**src/rtl/z80_bus_arbiter_if.sv**
```systemverilog
// z80_bus_arbiter_if
//   Bundles the bus-arbitration signals of z80_bus_arbiter.
//   slave modport  : the arbiter's view (requests and BUSACK in; grant, select,
//                    BUSREQ, status out).
//   master modport : the requester/CPU side (drives req and busackn).
//   Signals:
//     req[MASTER_QTY]  per-master level request (bit 0 = CPU, ignored)
//     grant[MASTER_QTY] one-hot or all-zero ownership
//     msel[MSEL_W]     master-select index for the bus mux
//     busreqn          Z80 BUSREQ, active low
//     busackn          Z80 BUSACK, active low, synchronous to clk
//     busy             high whenever the CPU is not the settled owner
//     timeout          one-cycle pulse on forced revocation
interface z80_bus_arbiter_if #(
  parameter int MASTER_QTY = 3,
  parameter int MSEL_W     = ($clog2(MASTER_QTY) > 1) ? $clog2(MASTER_QTY) : 1
);
  logic [MASTER_QTY-1:0] req;
  logic [MASTER_QTY-1:0] grant;
  logic [MSEL_W-1:0]     msel;
  logic                  busreqn;
  logic                  busackn;
  logic                  busy;
  logic                  timeout;

  modport slave  (input  req, busackn,
                  output grant, msel, busreqn, busy, timeout);
  modport master (output req, busackn,
                  input  grant, msel, busreqn, busy, timeout);
endinterface

```
**src/rtl/z80_bus_arbiter.sv**
```systemverilog
// z80_bus_arbiter
//   Hands the shared Z80 bus between the CPU (master 0, default owner) and
//   secondary masters 1..MASTER_QTY-1 using the BUSREQ/BUSACK handshake.
//   Secondary masters are served round-robin with a one-cycle idle turnaround
//   (grant=0, msel held) between consecutive owners. All outputs are registered.
//   Ports:
//     clk    system clock, rising edge
//     reset  asynchronous, active-high reset
//     bus    z80_bus_arbiter_if.slave (req, busackn in; grant, msel, busreqn,
//            busy, timeout out)
//   Optional feature: define Z80_ARB_TIMEOUT_EN to limit a grant to
//   TIMEOUT_CYCLES cycles; the revoked master is masked until it drops req.
module z80_bus_arbiter #(
  parameter int MASTER_QTY     = 3,
  parameter int TIMEOUT_CYCLES = 256,
  parameter int MSEL_W         = ($clog2(MASTER_QTY) > 1) ? $clog2(MASTER_QTY) : 1
) (
  input  logic              clk,
  input  logic              reset,
  z80_bus_arbiter_if.slave  bus
);
  localparam int N = MASTER_QTY;
  localparam logic [N-1:0] CPU_BIT = {{(N-1){1'b0}}, 1'b1};

  typedef enum logic [2:0] {CPU_OWN, REQ_CPU, GRANT, TURN, RELEASE} state_t;

  state_t            state_q;
  logic [N-1:0]      grant_q;
  logic [MSEL_W-1:0] msel_q;
  logic [MSEL_W-1:0] last_q;
  logic              busreqn_q;
  logic              busy_q;

  logic [N-1:0]      mask;
  logic              tmo_hit;

`ifdef Z80_ARB_TIMEOUT_EN
  localparam int CNT_W = $clog2(TIMEOUT_CYCLES + 1);
  logic [CNT_W-1:0]  cnt_q;
  logic [N-1:0]      mask_q;
  logic              timeout_q;

  assign tmo_hit = (state_q == GRANT) && (cnt_q == CNT_W'(TIMEOUT_CYCLES - 1));
  assign mask    = mask_q;

  // GRANT is never re-entered directly (always via TURN/REQ_CPU), so clearing
  // the count outside GRANT makes the first GRANT cycle count 0.
  always_ff @(posedge clk or posedge reset) begin
    if (reset) begin
      cnt_q     <= '0;
      mask_q    <= '0;
      timeout_q <= 1'b0;
    end else begin
      cnt_q     <= (state_q == GRANT) ? cnt_q + 1'b1 : '0;
      // A mask bit survives only while its request stays high.
      mask_q    <= (mask_q & bus.req) | (tmo_hit ? grant_q : '0);
      timeout_q <= tmo_hit;
    end
  end

  assign bus.timeout = timeout_q;
`else
  assign tmo_hit     = 1'b0;
  assign mask        = '0;
  assign bus.timeout = 1'b0;
`endif

  // Eligible secondary requests; the CPU bit never arbitrates.
  logic [N-1:0] pend;
  logic [N-1:0] others;
  assign pend   = bus.req & ~mask & ~CPU_BIT;
  assign others = pend & ~grant_q;

  // Round-robin scan last+1, last+2, ... wrapping from N-1 back to 1.
  logic [MSEL_W-1:0] win;
  logic              win_vld;
  always_comb begin
    int k;
    k       = 0;
    win     = '0;
    win_vld = 1'b0;
    for (int off = 1; off < N; off++) begin
      k = int'(last_q) + off;
      if (k > N - 1) k = k - (N - 1);
      if (!win_vld && pend[MSEL_W'(k)]) begin
        win     = MSEL_W'(k);
        win_vld = 1'b1;
      end
    end
  end

  logic [N-1:0] win_oh;
  assign win_oh = CPU_BIT << win;

  logic drop;
  assign drop = !bus.req[msel_q] || tmo_hit;

  always_ff @(posedge clk or posedge reset) begin
    if (reset) begin
      state_q   <= CPU_OWN;
      grant_q   <= CPU_BIT;
      msel_q    <= '0;
      last_q    <= '0;
      busreqn_q <= 1'b1;
      busy_q    <= 1'b0;
    end else begin
      case (state_q)
        CPU_OWN: if (|pend) begin
          state_q   <= REQ_CPU;
          busreqn_q <= 1'b0;
          busy_q    <= 1'b1;
        end
        REQ_CPU: if (!(|pend)) begin
          state_q   <= RELEASE;
          grant_q   <= '0;
          msel_q    <= '0;
          busreqn_q <= 1'b1;
        end else if (!bus.busackn) begin
          state_q <= GRANT;
          grant_q <= win_oh;
          msel_q  <= win;
          last_q  <= win;
        end
        GRANT: if (drop) begin
          grant_q <= '0;
          if (|others) begin
            state_q <= TURN;           // msel held through the idle cycle
          end else begin
            state_q   <= RELEASE;
            msel_q    <= '0;
            busreqn_q <= 1'b1;
          end
        end
        TURN: if (win_vld) begin
          state_q <= GRANT;
          grant_q <= win_oh;
          msel_q  <= win;
          last_q  <= win;
        end else begin
          state_q   <= RELEASE;
          msel_q    <= '0;
          busreqn_q <= 1'b1;
        end
        RELEASE: if (bus.busackn) begin
          state_q <= CPU_OWN;
          grant_q <= CPU_BIT;
          busy_q  <= 1'b0;
        end
        default: begin
          state_q   <= CPU_OWN;
          grant_q   <= CPU_BIT;
          msel_q    <= '0;
          busreqn_q <= 1'b1;
          busy_q    <= 1'b0;
        end
      endcase
    end
  end

  assign bus.grant   = grant_q;
  assign bus.msel    = msel_q;
  assign bus.busreqn = busreqn_q;
  assign bus.busy    = busy_q;
endmodule

```
**src/flat_wrapper.sv**
```systemverilog
// flat-port wrapper written by rule: the top's interface ports become plain ports
module z80_bus_arbiter_flat 
#(
  parameter int MASTER_QTY     = 3,
  parameter int TIMEOUT_CYCLES = 256,
  parameter int MSEL_W         = ($clog2(MASTER_QTY) > 1) ? $clog2(MASTER_QTY) : 1
)
  (clk, reset, bus_req, bus_busackn, bus_grant, bus_msel, bus_busreqn, bus_busy, bus_timeout);
  z80_bus_arbiter_if #(.MASTER_QTY(MASTER_QTY), .MSEL_W(MSEL_W)) bus_i ();
  input  logic clk;
  input  logic reset;
  input wire logic [$bits(bus_i.req)-1:0] bus_req;
  input wire logic [$bits(bus_i.busackn)-1:0] bus_busackn;
  output wire logic [$bits(bus_i.grant)-1:0] bus_grant;
  output wire logic [$bits(bus_i.msel)-1:0] bus_msel;
  output wire logic [$bits(bus_i.busreqn)-1:0] bus_busreqn;
  output wire logic [$bits(bus_i.busy)-1:0] bus_busy;
  output wire logic [$bits(bus_i.timeout)-1:0] bus_timeout;
  assign bus_i.req = bus_req;
  assign bus_i.busackn = bus_busackn;
  assign bus_grant = bus_i.grant;
  assign bus_msel = bus_i.msel;
  assign bus_busreqn = bus_i.busreqn;
  assign bus_busy = bus_i.busy;
  assign bus_timeout = bus_i.timeout;
  z80_bus_arbiter #(.MASTER_QTY(MASTER_QTY), .TIMEOUT_CYCLES(TIMEOUT_CYCLES), .MSEL_W(MSEL_W)) u_core (.clk(clk), .reset(reset), .bus(bus_i));
endmodule
```
**config.mk**
```make
export PLATFORM = sky130hd
export DESIGN_NAME = z80_bus_arbiter_flat
export DESIGN_NICKNAME = d
export VERILOG_FILES = /design/src/rtl/z80_bus_arbiter_if.sv /design/src/rtl/z80_bus_arbiter.sv /design/src/flat_wrapper.sv
export SDC_FILE = /design/constraint.sdc
export NUM_CORES = 1
export LEC_CHECK = 0
export CAP_MARGIN = 10
export CORE_ASPECT_RATIO = 1.5
export CORE_MARGIN = 4
export CORE_UTILIZATION = 25
export CTS_BUF_LIST = sky130_fd_sc_hd__clkbuf_8
export CTS_CLUSTER_DIAMETER = 50
export CTS_CLUSTER_SIZE = 25
export DETAILED_ROUTE_END_ITERATION = 10
export PLACE_DENSITY = 0.45
export SKIP_CTS_REPAIR_TIMING = 1
export SYNTH_ARGS = -nofsm -noshare
export SYNTH_HDL_FRONTEND = slang
export SYNTH_SLANG_ARGS = --single-unit
export TNS_END_PERCENT = 10
```
**constraint.sdc**
```tcl
create_clock -name clk -period 3.7 [get_ports clk]
set_clock_uncertainty 0.1 [all_clocks]
set_input_delay 0.74 -clock clk [delete_from_list [all_inputs] [get_ports clk]]
set_output_delay 0.74 -clock clk [all_outputs]
set_load 0.01 [all_outputs]
```
Word level (Yosys, flattened, before mapping)
Index checks and enable logic that the tools add are counted.
- add/sub/neg operators: 4
- order comparisons: 5
- equal/unequal tests: 14
- shift operators: 1
- mux-type cells: 46
- bitwise gates (word level): 6
- reduce and logical (&&, ||, !) cells: 14
- operators by type and width (cell ; number):
    $mux W3 ; 12
    $pmux W3 S5 ; 2
    $mux W2 ; 11
    $mux W1 ; 14
    $ne A2 B2 Y1 const B ; 6
    $reduce_and A4 Y1 ; 3
    $lt A2 B4 Y1 const B ; 2
    $pmux W2 S4 ; 1
    $bmux W1 S2 ; 3
    $eq A3 B2 Y1 const B ; 2
    $gt A3 B2 Y1 const B ; 2
    $ne A2 B1 Y1 const B ; 3
    $reduce_and A6 Y1 ; 1
    $reduce_or A3 Y1 ; 2
    $pmux W1 S5 ; 1
    $reduce_and A5 Y1 ; 1
    $not A1 Y1 ; 4
    $pmux W2 S2 ; 1
    $reduce_or A2 Y1 ; 2
    $sub A2 B2 Y2 const B ; 2
    $add A2 B1 Y3 const B ; 1
    $add A2 B2 Y3 const B ; 1
    $and A3 B3 Y3 ; 1
    $eq A3 B1 Y1 const B ; 1
    other kinds (11) ; 11
- flip-flop bits (word level): 12
- bits of input ports: 6
- output and inout bits: 8
- logic and storage cells: 96

Longest topological paths before layout
- depth after elaboration: 14
- gate-level depth with buffers: 6
- gate-level depth less buffers: 5

Worst setup path after synthesis
No wires, ideal clock.
- path kind: input to register
- from: input port bus_req[2]
- to: register u_core.grant_q[0], in the netlist u_core.bus.grant[0]
- library setup time: 0.085 ns
- arrival time: 1.799 ns
- required time: 3.515 ns
- setup slack: 1.716 ns
- stages on the path: 6
- buffers on the path: 1
- cell sequence: buf_6 mux2_4 nor2_1 nor3_2 nor3_2 mux2_1
- longest elaborated chain between the ends: 11
- elaborated cells between the ends (all ways): 24
- classes of those cells: eq/ne: 3; shift: 1; mux: 16; reduce/logical: 4
- ends and longest elaborated chain (what ; RTL line ; RTL):
    start, declared ; flat_wrapper.sv:12 ; input wire logic [$bits(bus_i.req)-1:0] bus_req;
    $bmux W1 S2 ; z80_bus_arbiter.sv:85 ; if (!win_vld && pend[MSEL_W'(k)]) begin
    $mux W1 (not written as such) (2 in a row) ; z80_bus_arbiter.sv:85 ;
    $mux W1 ; z80_bus_arbiter.sv:85 ;
    $logic_not A1 Y1 ; z80_bus_arbiter.sv:85 ;
    $logic_and A1 B1 Y1 ; z80_bus_arbiter.sv:85 ;
    $mux W2 ; z80_bus_arbiter.sv:85 ;
    $shl A1 B2 Y3 ; z80_bus_arbiter.sv:93 ; assign win_oh = CPU_BIT << win;
    $mux W3 ; z80_bus_arbiter.sv:118 ; end else if (!bus.busackn) begin
    $mux W3 ; z80_bus_arbiter.sv:113 ; REQ_CPU: if (!(|pend)) begin
    $pmux W3 S5 ; z80_bus_arbiter.sv:107 ; case (state_q)
    end signal, assigned ; z80_bus_arbiter.sv:120 ; grant_q <= win_oh;
    end signal, assigned ; z80_bus_arbiter.sv:136 ; grant_q <= win_oh;
    end, declared ; z80_bus_arbiter.sv:28 ; logic [N-1:0] grant_q;
Several ways; a longest one is shown, not always the timed one. The select of a mux whose other input is x is not followed.
A chain may end at the register's enable or synchronous reset.

Worst setup path after layout
- from: input port bus_req[2]
- to: register u_core.msel_q[0], in the netlist u_core.bus.msel[0]
- longest elaborated chain between the ends: 10
- elaborated cells between the ends (all ways): 25
- classes of those cells: eq/ne: 3; mux: 16; bitwise: 1; reduce/logical: 5
- ends and longest elaborated chain (what ; RTL line ; RTL):
    $bmux W1 S2 ; z80_bus_arbiter.sv:85 ;
    $mux W1 (not written as such) (2 in a row) ; z80_bus_arbiter.sv:85 ;
    $mux W1 ; z80_bus_arbiter.sv:85 ;
    $logic_not A1 Y1 ; z80_bus_arbiter.sv:85 ;
    $logic_and A1 B1 Y1 ; z80_bus_arbiter.sv:85 ;
    $mux W2 ; z80_bus_arbiter.sv:85 ;
    $mux W2 ; z80_bus_arbiter.sv:118 ;
    $mux W2 ; z80_bus_arbiter.sv:113 ;
    $pmux W2 S4 ; z80_bus_arbiter.sv:107 ;
    end signal, assigned ; z80_bus_arbiter.sv:121 ; msel_q <= win;
    end signal, assigned ; z80_bus_arbiter.sv:137 ; msel_q <= win;
    end, declared ; z80_bus_arbiter.sv:29 ; logic [MSEL_W-1:0] msel_q;
Several ways; a longest one is shown, not always the timed one. The select of a mux whose other input is x is not followed.

==> impl_metrics.xml <==
<?xml version="1.0" encoding="UTF-8"?>
<metrics>
  <group name="run_status">
    <metric name="status" unit="">completed</metric>
  </group>
  <group name="job">
    <metric name="max-cap-violations" unit="">0</metric>
  </group>
  <group name="floorplanning">
    <metric name="pin_count" unit="">14</metric>
    <metric name="initial_core_util" unit="%">25.8</metric>
    <metric name="placeable_core_region" unit="µm²">3160</metric>
    <metric name="dieArea" unit="µm²">4250</metric>
    <metric name="chipHeight" unit="µm">77.9</metric>
    <metric name="die_w" unit="µm">54.6</metric>
    <metric name="num_rows" unit="">25</metric>
  </group>
  <group name="drt">
    <metric name="drt_first_pass_iters" unit="">4</metric>
    <metric name="route.detailed.vias_per_inst" unit="">5.34</metric>
    <metric name="drc_errors" unit="">0</metric>
    <metric name="postRouteAntennaNets" unit="">0</metric>
    <metric name="drt_iter0_drc" unit="">40</metric>
    <metric name="drt-total-wl" unit="µm">2050</metric>
    <metric name="dr_total_vias" unit="">748</metric>
    <metric name="detail_route.wl_per_cell" unit="µm">14.6</metric>
  </group>
  <group name="sta">
    <metric name="period_needed" unit="ns">2.38</metric>
    <metric name="worstMarginPinSlew" unit="ns">0.512</metric>
    <metric name="report.final.slew_viol_count" unit="">0</metric>
    <metric name="timing.final.setup_violations" unit="">0</metric>
    <metric name="final.period_utilization" unit="%">64.3</metric>
    <metric name="grt_setup_unrepaired" unit="">no</metric>
    <metric name="achievable-frequency" unit="MHz">420</metric>
    <metric name="worst_slew_margin_rel" unit="%">65.8</metric>
    <metric name="timing.final.hold_violations" unit="">0</metric>
    <metric name="fin_setup_tns" unit="ns">0</metric>
  </group>
  <group name="finish">
    <metric name="area_growth_from_synthesis_to_layout" unit="%">22.0</metric>
    <metric name="layout.area.seq" unit="µm²">303</metric>
    <metric name="layout.cell_area.non_filler" unit="µm²">993</metric>
    <metric name="fill_cells" unit="">332</metric>
    <metric name="final_net_count" unit="">107</metric>
    <metric name="insertedDiodeCount" unit="">0</metric>
    <metric name="drive_gt1_share" unit="%">15.0</metric>
    <metric name="multi_input_area" unit="µm²">443</metric>
  </group>
  <group name="placed_design">
    <metric name="dp_hpwl" unit="µm">1540</metric>
    <metric name="placedInstanceArea" unit="µm²">938</metric>
    <metric name="io_buffer_count" unit="">12</metric>
    <metric name="gp_congestion" unit="">0.802</metric>
  </group>
  <group name="global_routing">
    <metric name="grt_start_max_net_pins" unit="">13</metric>
    <metric name="grt_pass1_wl" unit="µm">3360</metric>
    <metric name="overflow" unit="">0</metric>
    <metric name="grt_pass1_vias" unit="">734</metric>
    <metric name="antenna_found_initial" unit="">0</metric>
    <metric name="track_usage" unit="%">10.7</metric>
  </group>
  <group name="clock_tree">
    <metric name="clock-sinks" unit="">12</metric>
    <metric name="clock_tree.buffer_depth" unit="">2</metric>
    <metric name="tritoncts" unit="">done</metric>
    <metric name="cts_htree_levels" unit="">1</metric>
    <metric name="clock-root-buffer" unit="">sky130_fd_sc_hd__clkbuf_8</metric>
    <metric name="clk_pin_slew_worst_paths" unit="ns">0.06</metric>
    <metric name="cts_inserted_buffers" unit="">3</metric>
    <metric name="clk_latency" unit="ns">0.25</metric>
  </group>
  <group name="synthesis">
    <metric name="synth.yosys.seq_area_share" unit="%">37.2</metric>
    <metric name="post_synth_and_or_nand_nor_area_fraction" unit="%">18.1</metric>
    <metric name="synthesis.nets" unit="">97</metric>
    <metric name="synth-seq-cells" unit="">12</metric>
    <metric name="parity_gate_share_of_the_synthesized_area_counting_xor_and_xnor_cells" unit="%">0</metric>
    <metric name="yosysTopAreaCell" unit="">sky130_fd_sc_hd__dfrtp_1</metric>
    <metric name="synth_async_sr_flop_share" unit="%">100</metric>
    <metric name="synth.top_cells.by_count" unit="">sky130_fd_sc_hd__dfrtp_1 (10), sky130_fd_sc_hd__o21ai_0 (10), sky130_fd_sc_hd__nand2_1 (8), sky130_fd_sc_hd__inv_1 (6), sky130_fd_sc_hd__nor2_1 (6)</metric>
    <metric name="netlist-cell-type-count" unit="">38</metric>
    <metric name="main_area_contributors_after_synthesis" unit="">sky130_fd_sc_hd__dfrtp_1 (31%), sky130_fd_sc_hd__dfstp_2 (6.5%), sky130_fd_sc_hd__o21ai_0 (6.1%), sky130_fd_sc_hd__mux2_4 (3.7%), sky130_fd_sc_hd__nand2_1 (3.7%)</metric>
    <metric name="yosys-mux-area-fraction" unit="%">5.07</metric>
    <metric name="syn_area_per_cell" unit="µm²">8.95</metric>
    <metric name="adder_and_majority_cell_fraction_of_the_synthesized_area" unit="%">0</metric>
    <metric name="synth.yosys.warnings" unit="">0</metric>
    <metric name="synth_compound_area_share" unit="%">30.7</metric>
    <metric name="yosys_most_used_dff" unit="">sky130_fd_sc_hd__dfrtp_1</metric>
    <metric name="synth_top_family_by_area" unit="">compound AO/OA/AOI/OAI gates</metric>
    <metric name="synth_enable_flop_cells" unit="">0</metric>
    <metric name="synthesized_area" unit="µm²">815</metric>
    <metric name="postSynthCellCount" unit="">91</metric>
    <metric name="yosys.area.top_type_share" unit="%">30.7</metric>
  </group>
  <group name="setup_path">
    <metric name="critical_path_class" unit="">in2reg</metric>
    <metric name="path_max_fanout" unit="">10</metric>
    <metric name="crit_path_start" unit="">bus_req[2]</metric>
    <metric name="critPathCaptureType" unit="">register</metric>
    <metric name="timing.rr.start" unit="">u_core.state_q[0]</metric>
    <metric name="start_kind" unit="">primary input</metric>
    <metric name="critPathRequiredTime" unit="ns">3.78</metric>
    <metric name="arrival_time_of_the_worst_setup_path" unit="ns">2.46</metric>
  </group>
  <group name="pwr">
    <metric name="p_per_area" unit="nW/µm²">850</metric>
    <metric name="power.leakage" unit="nW">0.403</metric>
    <metric name="peakVddDrop" unit="µV">314</metric>
  </group>
  <group name="worst_hold_path">
    <metric name="hold_wc_path_type" unit="">reg2reg</metric>
    <metric name="worst_min_path_start" unit="">u_core.bus.busy</metric>
  </group>
</metrics>
-- routing by layer --
metal / share of wire, % / up-vias / track usage (%)
met5: 0 / - / 0
met2: 50 / 29 / 15.6
met3: 3.9 / 10 / 1.15
met1: 41 / 362 / 13.3
met4: 4.9 / 0 / 9.23
li1: - / 347 / -
-- per-stage QoR --
step / setup WS, ns / util, % / power, mW / instances / hold slack, ns
2_1_floorplan: 1.72 / - / 0.576 / 91 / 0.435
3_3_place_gp: 1.04 / 29.7 / 0.703 / 136 / 0.399
3_5_place_dp: 1.05 / 29.7 / 0.701 / 136 / 0.417
4_1_cts: 1.30 / 31.4 / 0.854 / 140 / 0.435
5_1_grt: 1.16 / 31.4 / 0.915 / 140 / 0.465
6_report: 1.32 / 31.4 / 0.845 / 140 / 0.422
-- cells in the final DEF, fill, tap and decap left out, types with 2 or more instances in the layout --
master and instances:
sky130_fd_sc_hd__nand3_1 2, sky130_fd_sc_hd__a21oi_1 5, sky130_fd_sc_hd__a31oi_1 2, sky130_fd_sc_hd__o31ai_1 2, sky130_fd_sc_hd__clkbuf_8 4, sky130_fd_sc_hd__dfstp_2 2
sky130_fd_sc_hd__dfrtp_1 10, sky130_fd_sc_hd__a22o_1 2, sky130_fd_sc_hd__mux2_4 2, sky130_fd_sc_hd__inv_1 6, sky130_fd_sc_hd__a211oi_1 2, sky130_fd_sc_hd__nor2_1 6
sky130_fd_sc_hd__nor2_4 2, sky130_fd_sc_hd__nor3_2 2, sky130_fd_sc_hd__clkdlybuf4s50_1 12, sky130_fd_sc_hd__o21ai_0 10, sky130_fd_sc_hd__nand2_1 8, sky130_fd_sc_hd__nor2b_1 2
-- final timing paths --
| check | end | slack (ns) | cells past startpoint |
|---|---|---|---|
| max in group asynchronous | u_core.bus.busreqn | 2.41 | 2 |
| min | u_core.bus.busy | 0.42 | 2 |
| max reg2reg | u_core.bus.grant[0] | 1.91 | 4 |
| max | u_core.bus.msel[0] | 1.32 | 6 |
| min in group asynchronous | u_core.bus.busy | 0.73 | 2 |
| min reg2reg | u_core.bus.busy | 0.42 | 2 |
-- logic make-up after synthesis --
family,Yosys count
flops,12
other cells,1
simple gates,27
compound gates,35
mux,3
buf+inv,13
-- power breakdown --
| part | switching, mW | internal, mW |
|---|---|---|
| clock network | 0.0532 | 0.0942 |
| logic | 0.195 | 0.201 |
| registers | 0.101 | 0.200 |
-- layout make-up --
type / instances / share of cell area (%)
Sequential cell: 12 / 30.5
Inverter: 6 / 2.27
Timing Repair Buffer: 12 / 12.1
Clock buffer: 4 / 5.54
Tap cell: 40 / 5.04
Multi-Input combinational cell: 66 / 44.6
-- flip-flops by register name (all words and copies together), names as in the netlist --
register	flops
u_core.state_q	3
u_core.bus.msel	2
u_core.bus.busy	1
u_core.last_q	2
u_core.bus.busreqn	1
u_core.bus.grant	3
-- worst max-delay path, stage by stage --
cell and delay (ns):
sky130_fd_sc_hd__clkdlybuf4s50_1 0.65, sky130_fd_sc_hd__inv_1 0.19, sky130_fd_sc_hd__o22ai_2 0.27, sky130_fd_sc_hd__nor2_4 0.08, sky130_fd_sc_hd__o31ai_1 0.35, sky130_fd_sc_hd__a22o_1 0.18
No activity file was read; power rests on OpenSTA's default activity.
